[src/rtl/pwm_pkg.sv]
// Shared constants and state type for the PWM link (generator and capture sides).
package pwm_pkg;

   localparam int unsigned CNT_W_DFLT = 8;
   localparam int unsigned DIV_W_DFLT = 12;

   typedef enum logic [1:0] {
      SYNC = 2'd0,
      HIGH = 2'd1,
      LOW  = 2'd2
   } pwm_state_e;

   // Cycles without a rising edge before the line is declared stuck.
   function automatic int unsigned timeout_cycles(input int unsigned cnt_w, input int unsigned div_w);
      return 32'd1 << (cnt_w + div_w + 1);
   endfunction

   // Half a tick in CLK cycles, used to round a cycle count to whole ticks.
   function automatic int unsigned round_half(input int unsigned div_w);
      return 32'd1 << (div_w - 1);
   endfunction

   localparam int unsigned TIMEOUT = timeout_cycles(CNT_W_DFLT, DIV_W_DFLT);
   localparam int unsigned ROUND   = round_half(DIV_W_DFLT);

endpackage

[src/rtl/pwm_in_sync.sv]
// Two-flop synchroniser for an asynchronous pin plus registered rise/fall pulses.
// Edges are suppressed until the pipeline holds real samples, so reset never fakes an edge.
module pwm_in_sync (
   input  logic clk,
   input  logic rst,
   input  logic din,
   output logic rise,
   output logic fall,
   output logic level
);

   logic       meta_q, meta_d;
   logic       sync_q, sync_d;
   logic       dly_q, dly_d;
   logic [2:0] prime_q, prime_d;
   logic       rise_q, rise_d;
   logic       fall_q, fall_d;

   always_comb begin
      meta_d  = din;
      sync_d  = meta_q;
      dly_d   = sync_q;
      prime_d = {prime_q[1:0], 1'b1};
      rise_d  = prime_q[2] & sync_q & ~dly_q;
      fall_d  = prime_q[2] & ~sync_q & dly_q;
   end

   always_ff @(posedge clk) begin
      if (rst) begin
         meta_q  <= 1'b0;
         sync_q  <= 1'b0;
         dly_q   <= 1'b0;
         prime_q <= '0;
         rise_q  <= 1'b0;
         fall_q  <= 1'b0;
      end else begin
         meta_q  <= meta_d;
         sync_q  <= sync_d;
         dly_q   <= dly_d;
         prime_q <= prime_d;
         rise_q  <= rise_d;
         fall_q  <= fall_d;
      end
   end

   assign rise  = rise_q;
   assign fall  = fall_q;
   assign level = dly_q;

endmodule

[src/rtl/pwm_duty_capture.sv]
// Recovers the duty word from an incoming PWM line by timing high and period in CLK cycles.
// Optional period tolerance check enabled with `define PERIOD_CHECK_EN.
//
// state | meaning
// SYNC  | waiting for a rising edge (after reset or after a stuck line)
// HIGH  | line high, counting high time and period
// LOW   | line low, counting period until the next rise closes it
module pwm_duty_capture
   import pwm_pkg::*;
#(
   parameter int unsigned DIV_W = DIV_W_DFLT,
   parameter int unsigned CNT_W = CNT_W_DFLT
) (
   input  logic             CLK,
   input  logic             RST,
   input  logic             PWM_IN,
   output logic [CNT_W-1:0] DUTY,
   output logic             DUTY_VLD,
   output logic             STUCK,
   output logic             PERIOD_ERR
);

   localparam int unsigned      CW       = CNT_W + DIV_W + 1;
   localparam logic [CW:0]      TMO_LAST = (CW+1)'(timeout_cycles(CNT_W, DIV_W) - 1);
   localparam logic [CW:0]      RND      = (CW+1)'(round_half(DIV_W));
   localparam logic [CW:0]      DUTY_LIM = (CW+1)'((1 << CNT_W) - 1);
   localparam logic [CNT_W-1:0] DUTY_MAX = '1;
   localparam logic [CW-1:0]    CNT_ONE  = CW'(1);

   logic rise, fall, level;

   pwm_in_sync u_sync (
      .clk   (CLK),
      .rst   (RST),
      .din   (PWM_IN),
      .rise  (rise),
      .fall  (fall),
      .level (level)
   );

   pwm_state_e       state_q, state_d;
   logic [CW-1:0]    per_cnt_q, per_cnt_d;
   logic [CW-1:0]    hi_cnt_q, hi_cnt_d;
   logic [CNT_W-1:0] duty_q, duty_d;
   logic             duty_vld_q, duty_vld_d;
   logic             stuck_q, stuck_d;
   logic             timeout;
   logic [CW:0]      hi_sum, hi_shift;
   logic [CNT_W-1:0] hi_duty;

   function automatic logic [CW-1:0] sat_inc(input logic [CW-1:0] v);
      return (&v) ? v : v + 1'b1;
   endfunction

   assign hi_sum   = {1'b0, hi_cnt_q} + RND;
   assign hi_shift = hi_sum >> DIV_W;
   assign hi_duty  = (hi_shift > DUTY_LIM) ? DUTY_MAX : hi_shift[CNT_W-1:0];

`ifdef PERIOD_CHECK_EN
   localparam logic [CW:0] PER_NOM = (CW+1)'(1 << CNT_W);
   logic        period_err_q, period_err_d;
   logic [CW:0] per_sum, per_shift;
   assign per_sum   = {1'b0, per_cnt_q} + RND;
   assign per_shift = per_sum >> DIV_W;
`endif

   always_comb begin
      state_d    = state_q;
      per_cnt_d  = sat_inc(per_cnt_q);
      hi_cnt_d   = hi_cnt_q;
      duty_d     = duty_q;
      duty_vld_d = 1'b0;
      stuck_d    = stuck_q;
`ifdef PERIOD_CHECK_EN
      period_err_d = 1'b0;
`endif
      // Once stuck, the counter just saturates until the line moves again.
      timeout = !stuck_q && !rise && ({1'b0, per_cnt_q} == TMO_LAST);

      unique case (state_q)
         SYNC: begin
            if (rise) begin
               state_d   = HIGH;
               per_cnt_d = CNT_ONE;
               hi_cnt_d  = CNT_ONE;
               stuck_d   = 1'b0;
            end
         end
         HIGH: begin
            if (fall) state_d  = LOW;
            else      hi_cnt_d = sat_inc(hi_cnt_q);
         end
         LOW: begin
            if (rise) begin
`ifdef PERIOD_CHECK_EN
               if (per_shift != PER_NOM) begin
                  period_err_d = 1'b1;
               end else begin
                  duty_d     = hi_duty;
                  duty_vld_d = 1'b1;
               end
`else
               duty_d     = hi_duty;
               duty_vld_d = 1'b1;
`endif
               state_d   = HIGH;
               per_cnt_d = CNT_ONE;
               hi_cnt_d  = CNT_ONE;
            end
         end
         default: state_d = SYNC;
      endcase

      // A silent line still carries a duty: low means 0, high means full scale.
      if (timeout) begin
         duty_d     = level ? DUTY_MAX : '0;
         duty_vld_d = 1'b1;
         stuck_d    = 1'b1;
         state_d    = SYNC;
         per_cnt_d  = '0;
         hi_cnt_d   = '0;
      end
   end

   always_ff @(posedge CLK) begin
      if (RST) begin
         state_q    <= SYNC;
         per_cnt_q  <= '0;
         hi_cnt_q   <= '0;
         duty_q     <= '0;
         duty_vld_q <= 1'b0;
         stuck_q    <= 1'b0;
      end else begin
         state_q    <= state_d;
         per_cnt_q  <= per_cnt_d;
         hi_cnt_q   <= hi_cnt_d;
         duty_q     <= duty_d;
         duty_vld_q <= duty_vld_d;
         stuck_q    <= stuck_d;
      end
   end

`ifdef PERIOD_CHECK_EN
   always_ff @(posedge CLK) begin
      if (RST) period_err_q <= 1'b0;
      else     period_err_q <= period_err_d;
   end
   assign PERIOD_ERR = period_err_q;
`else
   assign PERIOD_ERR = 1'b0;
`endif

   assign DUTY     = duty_q;
   assign DUTY_VLD = duty_vld_q;
   assign STUCK    = stuck_q;

endmodule

[config.mk]
export PLATFORM = sky130hd
export DESIGN_NAME = pwm_duty_capture
export DESIGN_NICKNAME = d
export VERILOG_FILES = /design/src/rtl/pwm_pkg.sv /design/src/rtl/pwm_in_sync.sv /design/src/rtl/pwm_duty_capture.sv
export SDC_FILE = /design/constraint.sdc
export NUM_CORES = 1
export LEC_CHECK = 0
export CORE_ASPECT_RATIO = 1.75
export CORE_UTILIZATION = 50
export CTS_CLUSTER_DIAMETER = 40
export DETAILED_ROUTE_END_ITERATION = 10
export GPL_ROUTABILITY_DRIVEN = 0
export GPL_TIMING_DRIVEN = 0
export PLACE_DENSITY = 0.71
export SLEW_MARGIN = 20
export SYNTH_ARGS = -nofsm -noshare
export SYNTH_HDL_FRONTEND = slang
export SYNTH_HIERARCHICAL = 1
export SYNTH_SLANG_ARGS = --single-unit
[constraint.sdc]
create_clock -name CLK -period 2.55 [get_ports CLK]
set_clock_uncertainty 0.1 [all_clocks]
set_input_delay 0.51 -clock CLK [delete_from_list [all_inputs] [get_ports CLK]]
set_output_delay 0.51 -clock CLK [all_outputs]
set_load 0.1 [all_outputs]
==> out/results.ini, run 1 <==
[sta]
max_clock_freq_mhz = 409
period_needed_ns = 2.45
min_period_over_period_pct = 96.0
max_slew_margin_pct = 35.3
finalSetupViolations = 0
max_slew.worst_pin.slew_ns = 0.967
rsz0062_at_grt = false
hold_viol_final = 0
drv_slew = 0

[worst_setup_path]
path_buf_inv = 1
reg2regPathDepth = 6
critical_path.cell_chain = clkdlybuf4s50_1
rr_startpoint = per_cnt_q[11]
rrSetupSlack_ns = 0.22
rr_endpoint = per_cnt_q[1]
crit_slowest_cell = clkdlybuf4s50_1
cp.required_ns = 1.94
startpoint_type = flop
end_kind = output pin
cp_max_fo = 3
worst-setup-path-type = flop to output pin
crit_cells = 1
crit_arrival_ns = 1.84
max_stage_delay_ns = 1.14
crit_family = buffers and inverters

[power_and_ir_drop]
p_seq_share_pct = 55.0
pwr-share-comb_pct = 2.8
p_switching_mw = 0.394
power.internal_mw = 1.40
p_per_area_nw_per_um2 = 531
leakage_nw = 1.19
peakVddDrop_v = 0.000323
p_sw_share_pct = 22.0
pwr-share-clk_pct = 42.2
finalPower_mw = 1.79

[synthesis]
synthFlopType = dfxtp_1
ys.warnings.count = 6
seq_area_frac_synth_pct = 42.4
yosysTopAreaCellShare_pct = 42.4
synth_area_um2 = 2930
synth_top_area_cell = dfxtp_1
syn_nets = 342
synthTopCellsByArea = dfxtp_1 (42%), xnor2_1 (4.5%), nor2_1 (4.2%)
avgSynthCellArea_um2 = 8.71
synth_edf_count = 0
postSynth.asyncResetShare_pct = 0
ys_types = 52
ys_top_cells_by_count = dfxtp_1 (62), nor2_1 (33), nand2_1 (19)
synth_seq_cells = 62
synth_cells = 336
yosysMostFrequentCell = dfxtp_1

[detailed_routing]
drcViolationCount = 0
dr.pass1.iters = 4
wl_per_cell_um = 14.6
drt_iter0_drc = 88
routed_via_density = 5.64
wl_um = 6470
via_count = 2492
final_antenna_net_count = 0

[floorplan]
dieArea_um2 = 6170
num_rows = 36
io_pins = 14
die_h_um = 103
die_x_um = 59.8
design.core.area_um2 = 5590
initial_core_util_pct = 52.4

[finish]
finalNetCount = 368
postLayoutCoreUtil_pct = 60.3
fill_cells = 548
diodes = 0
drive_above_1_share_pct = 12.3
syn_to_final_growth_pct = 15.0

[global_route]
grt_max_degree = 12
grt_pass1_vias = 2437
grt_use_total_pct = 23.2
grt_antenna_before_repair = 0
grt.overflow.total = 0
grt_pass1_wl_um = 10400

[clock_tree]
cts_root_buf = clkbuf_8
cts_tree = done
clkLatencyLatePin_ns = 0.35
cts_inserted_buffers = 9
cts.clk_slew.worst_paths_ns = 0.06
clkSinkCount = 62
clock_path_buffers = 2
cts_htree_levels = 3

[placed_design]
numPortBuffers = 12
post-dp-hpwl_um = 4550

[min_path]
worstHoldStart = u_sync/prime_q[0]
min_path_type = flop to flop
whs_path_depth = 1
hold_end = u_sync/prime_q[1]

[job]
max-cap-violations = 0

[status]
run_status = complete, no violations

## how the worst max path moves through the flow
| stage | start | end |
|---|---|---|
| after floorplan | STUCK | per_cnt_q[7] |
| after global placement | per_cnt_q[0] | DUTY[6] |
| after detailed placement | per_cnt_q[0] | DUTY[7] |
| after CTS | per_cnt_q[0] | hi_cnt_q[10] |
| after global routing | per_cnt_q[11] | per_cnt_q[1] |
| final | STUCK | STUCK |
## through the flow
stage               setup TNS (ns)  area, um^2  std cells  worst slack, ns  hold slack (ns)
detailed placement           -8.77        3140        424           -0.365            0.337
global placement             -8.32        3140        424           -0.326            0.330
floorplan                        0        2930        336            0.296            0.328
CTS                              0        3330        439           0.0262            0.351
global route                     0        3370        442           0.0270            0.366
finish                           0        3370        442            0.103            0.346
## power groups by stage
stage | sequential (mW) | combinational [mW] | clock (mW)
after floorplan | 1.00 | 0.0356 | 0
after global placement | 1.01 | 0.0481 | 0
after detailed placement | 1.01 | 0.0492 | 0
after CTS | 0.984 | 0.0505 | 0.771
after global routing | 0.985 | 0.0552 | 0.818
final | 0.984 | 0.0502 | 0.755
## final cells by class
cell class | instances | area (um^2) | area share, %
repair buffers | 15 | 143 | 4.24
well taps | 76 | 95.1 | 2.82
inverters | 18 | 67.6 | 2.01
clock buffers | 14 | 163 | 4.83
plain buffers | 13 | 63.8 | 1.90
flip-flops and latches | 62 | 1240 | 36.9
clock inverters | 1 | 5.00 | 0.149
multi-input cells | 243 | 1590 | 47.2
## per-layer routing
layer / track usage, % / vias to the layer above / share of wire [%]
met5: 0 / - / 0
met4: 15.4 / 0 / 3.7
met3: 5.97 / 19 / 2.7
met2: 42.7 / 40 / 55
met1: 21.5 / 1183 / 39
li1: - / 1250 / -
## timing repair
| item | 4_1_cts | 5_1_grt |
|---|---|---|
| gates resized for setup | 3 | 2 |
| setup endpoints to repair | 38 | 43 |
| pin swaps | 0 | 1 |
| setup buffers | 0 | 3 |
| hold buffers | 0 | 0 |
| gates cloned | 0 | 0 |
## layout by cell type (no fill, tap or decap), types with 6 or more instances in the layout
cell             Yosys  routed
and3_1              11      11
nor2_1              33      33
clkbuf_1             6       9
nor3_1               9       9
a221oi_1             8       8
nand3_1             15      15
a21oi_1             17      17
xnor2_1             15      15
inv_1               18      18
o21ai_0             17      17
clkdlybuf4s50_1      0      12
and2b_2              6       6
xor2_1              13      13
nand2_1             19      19
clkbuf_8             0      11
nand4_1             15      15
dfxtp_1             62      62
## worst register-to-register path, stage by stage, from the launching register on
cell,delay [ns]
dfxtp_1,0.38
nand3_1,0.20
nor4_4,0.51
nand2_2,0.25
o211ai_4,0.38
buf_2,0.33
a21oi_1,0.07
## registers in the layout, summed over array words and instances (netlist names), 2 cells and up
register / count
state_q: 2
hi_cnt_q: 21
per_cnt_q: 21
DUTY: 8
u_sync/prime_q: 3
## kinds of logic (layout without fill, tap and decap cells)
| logic type | after synthesis | after routing | synth area share, % |
|---|---|---|---|
| AO/OA/AOI/OAI | 63 | 63 | 14.2 |
| XOR/XNOR | 28 | 28 | 8.38 |
| adder cells (fa/ha/maj) | 3 | 3 | 1.28 |
| buffers and inverters | 31 | 61 | 4.49 |
| flip-flops | 62 | 62 | 42.4 |
| multiplexers | 5 | 5 | 1.71 |
| other | 1 | 1 | 0.128 |
| AND/OR/NAND/NOR | 143 | 143 | 27.4 |
(Power assumes the default switching activity.)
==> run 2: changes to the inputs <==
DONT_BUFFER_PORTS = 1   (was not set)
PLACE_DENSITY = 0.68   (was 0.71)
==> out/results.ini, run 2 (synthesis results as in run 1) <==
[clock_tree]
clock_path_buffers = 2  ; unchanged
cts_htree_levels = 3  ; unchanged
cts_root_buf = clkbuf_8  ; unchanged
cts_tree = done  ; unchanged
cts.clk_slew.worst_paths_ns = 0.07  ; was 0.06 ns
cts_inserted_buffers = 9  ; unchanged
clkSinkCount = 62  ; unchanged
clkLatencyLatePin_ns = 0.34  ; was 0.35 ns

[sta]
drv_slew = 0  ; unchanged
min_period_over_period_pct = 92.6  ; was 96.0%
max_slew.worst_pin.slew_ns = 0.974  ; was 0.967 ns
hold_slack_ns = 0.124  ; was 0.346 ns
hold_viol_final = 0  ; unchanged
max_clock_freq_mhz = 423  ; was 409 MHz
max_slew_margin_pct = 35.0  ; was 35.3%
period_needed_ns = 2.36  ; was 2.45 ns
setup_slack_ns = 0.187  ; was 0.103 ns
finalSetupViolations = 0  ; unchanged

[worst_setup_path]
end_kind = flop  ; was output pin
rr_endpoint = hi_cnt_q[10]  ; was per_cnt_q[1]
startpoint_type = flop  ; unchanged
rrSetupSlack_ns = 0.19  ; was 0.22 ns
cp.required_ns = 2.67  ; was 1.94 ns
rr_startpoint = per_cnt_q[0]  ; was per_cnt_q[11]
crit_arrival_ns = 2.48  ; was 1.84 ns
worst-setup-path-type = flop to flop  ; was flop to output pin
max_stage_delay_ns = 0.39  ; was 1.14 ns
crit_slowest_cell = dfxtp_1  ; was clkdlybuf4s50_1
cp_max_fo = 10  ; was 3
crit_family = simple AND/OR/NAND/NOR gates  ; was buffers and inverters
critical_path.cell_chain = ha_1, nand3_2, nor3_4, nand2_2, o211ai_4, buf_2, nor2_1  ; was clkdlybuf4s50_1
reg2regPathDepth = 7  ; was 6
path_buf_inv = 1  ; unchanged

[detailed_routing]
top_layer_used = met4  ; unchanged
final_antenna_net_count = 0  ; unchanged
wl_per_cell_um = 14.5  ; was 14.6 um
drt_iter0_drc = 94  ; was 88
dr.pass1.iters = 4  ; unchanged
wl_met1_um = 2480  ; was 2500 um
met3_length_um = 140  ; was 176 um
via_count = 2432  ; was 2492
drcViolationCount = 0  ; unchanged
routed_via_density = 5.66  ; was 5.64
route.met2.wl_um = 3420  ; was 3550 um
wl_um = 6230  ; was 6470 um

[placed_design]
numPortBuffers = 0  ; was 12
post-dp-hpwl_um = 4500  ; was 4550 um
post-place-ws_ns = -0.379  ; was -0.365 ns
dp_cells = 412  ; was 424

[floorplan]
dieArea_um2 = 6170  ; unchanged
design.core.area_um2 = 5590  ; unchanged
die_h_um = 103  ; unchanged
io_pins = 14  ; unchanged
initial_core_util_pct = 52.4  ; unchanged
die_x_um = 59.8  ; unchanged
num_rows = 36  ; unchanged

[finish]
fill_cells = 541  ; was 548
finalNetCount = 355  ; was 368
stdcell_count = 430  ; was 442
final_cell_mix = dfxtp_1 (61), nor2_1 (33), nand2_1 (19), inv_1 (18)  ; was dfxtp_1 (62), nor2_1 (33), nand2_1 (19), inv_1 (18)
diodes = 0  ; unchanged
syn_to_final_growth_pct = 12.4  ; was 15.0%
drive_above_1_share_pct = 13.3  ; was 12.3%
mostFrequentLayoutCell = dfxtp_1  ; unchanged

[power_and_ir_drop]
p_per_area_nw_per_um2 = 599  ; was 531 nW/um^2
leakage_nw = 1.17  ; was 1.19 nW
peakVddDrop_v = 0.000443  ; was 0.000323 V

[global_route]
grt.overflow.total = 0  ; unchanged
grt_pass1_vias = 2382  ; was 2437
grt_pass1_wl_um = 10700  ; was 10400 um
grt_max_degree = 12  ; unchanged
grt_antenna_before_repair = 0  ; unchanged
grt_use_total_pct = 23.2  ; about the same

[job]
max-cap-violations = 0  ; unchanged

[min_path]
worstHoldStart = RST  ; was u_sync/prime_q[0]
whs_path_depth = 1  ; unchanged
hold_end = u_sync/prime_q[0]  ; was u_sync/prime_q[1]
min_path_type = input port to flop  ; was flop to flop

[status]
run_status = complete, no violations  ; unchanged

-- run 2: cell count changes in the layout (fill, tap and decap cells not counted), sizes merged --
cell / before / now
buf: 10 / 9
bufinv: 0 / 2
clkdlybuf4s50: 12 / 0
clkbuf: 20 / 18
clkinv: 1 / 2
-- run 2: metal layers --
| metal | GRT usage (%) | up-vias |
|---|---|---|
| met1 | 23.8 | 1149 |
| li1 | - | 1233 |
| met5 | 0 | - |
| met2 | 42.4 | 37 |
| met4 | 10.2 | 0 |
| met3 | 6.59 | 13 |
-- run 2: through the flow --
| step | TNS, ns | cell area [um^2] | power [mW] | utilization [%] |
|---|---|---|---|---|
| 6_report | 0 | 3290 | 1.97 | 58.9 |
| 5_1_grt | -0.00314 | 3290 | 2.04 | 58.9 |
| 4_1_cts | 0 | 3270 | 1.99 | 58.5 |
| 3_5_place_dp | -9.68 | 3020 | 1.05 | 54.1 |
| 3_3_place_gp | -9.23 | 3020 | 1.05 | 54.1 |
| 2_1_floorplan | 0 | 2930 | 1.04 | - |
-- run 2: final cells by class --
cell class	instances	area [um^2]	share of cell area, %
Multi-Input combinational cell	243	1590	48.3
Buffer	13	63.8	1.94
Inverter	18	67.6	2.05
Sequential cell	62	1240	37.8
Clock buffer	12	145	4.41
Clock inverter	4	70.1	2.13
Timing Repair Buffer	2	15.0	0.457
Tap cell	76	95.1	2.89
-- run 2: power by group --
part,internal (mW),switching [mW],leakage [nW],total (mW)
Clock,0.574,0.367,0.110,0.941
Combinational,0.0156,0.0298,0.556,0.0454
Sequential,0.977,0.00692,0.502,0.984
-- run 2: worst max path at each step --
stage / start / endpoint / slack [ns] / cells past startpoint
2_1_floorplan: STUCK / per_cnt_q[7] / 0.30 / 5
3_3_place_gp: per_cnt_q[0] / DUTY[0] / -0.37 / 6
3_5_place_dp: per_cnt_q[0] / DUTY[2] / -0.38 / 6
4_1_cts: per_cnt_q[0] / hi_cnt_q[10] / 0.02 / 7
5_1_grt: per_cnt_q[0] / per_cnt_q[6] / -0.002 / 7
6_report: per_cnt_q[0] / hi_cnt_q[10] / 0.19 / 7
-- run 2: what timing repair did --
action | 4_1_cts | 5_1_grt
endpoints found under the setup margin | 39 | 43
buffers inserted | 0 | 2
cloned | 0 | 0
hold buffers | 0 | 0
resized for setup | 5 | 1
pin swaps | 0 | 2
-- run 2: worst reg2reg max path, delay by kind of cell (launching register included) --
kind | cells | cell delay (ns)
buf+inv | 1 | 0.32
flops | 1 | 0.39
simple gates | 4 | 0.86
fa+ha+maj | 1 | 0.21
compound gates | 1 | 0.37
==> run 3: changes to the inputs <==
SKIP_LAST_GASP = 1   (was not set)
==> results of run 3 <==
No change in the layout: final DEF, timing and power equal those of run 2.
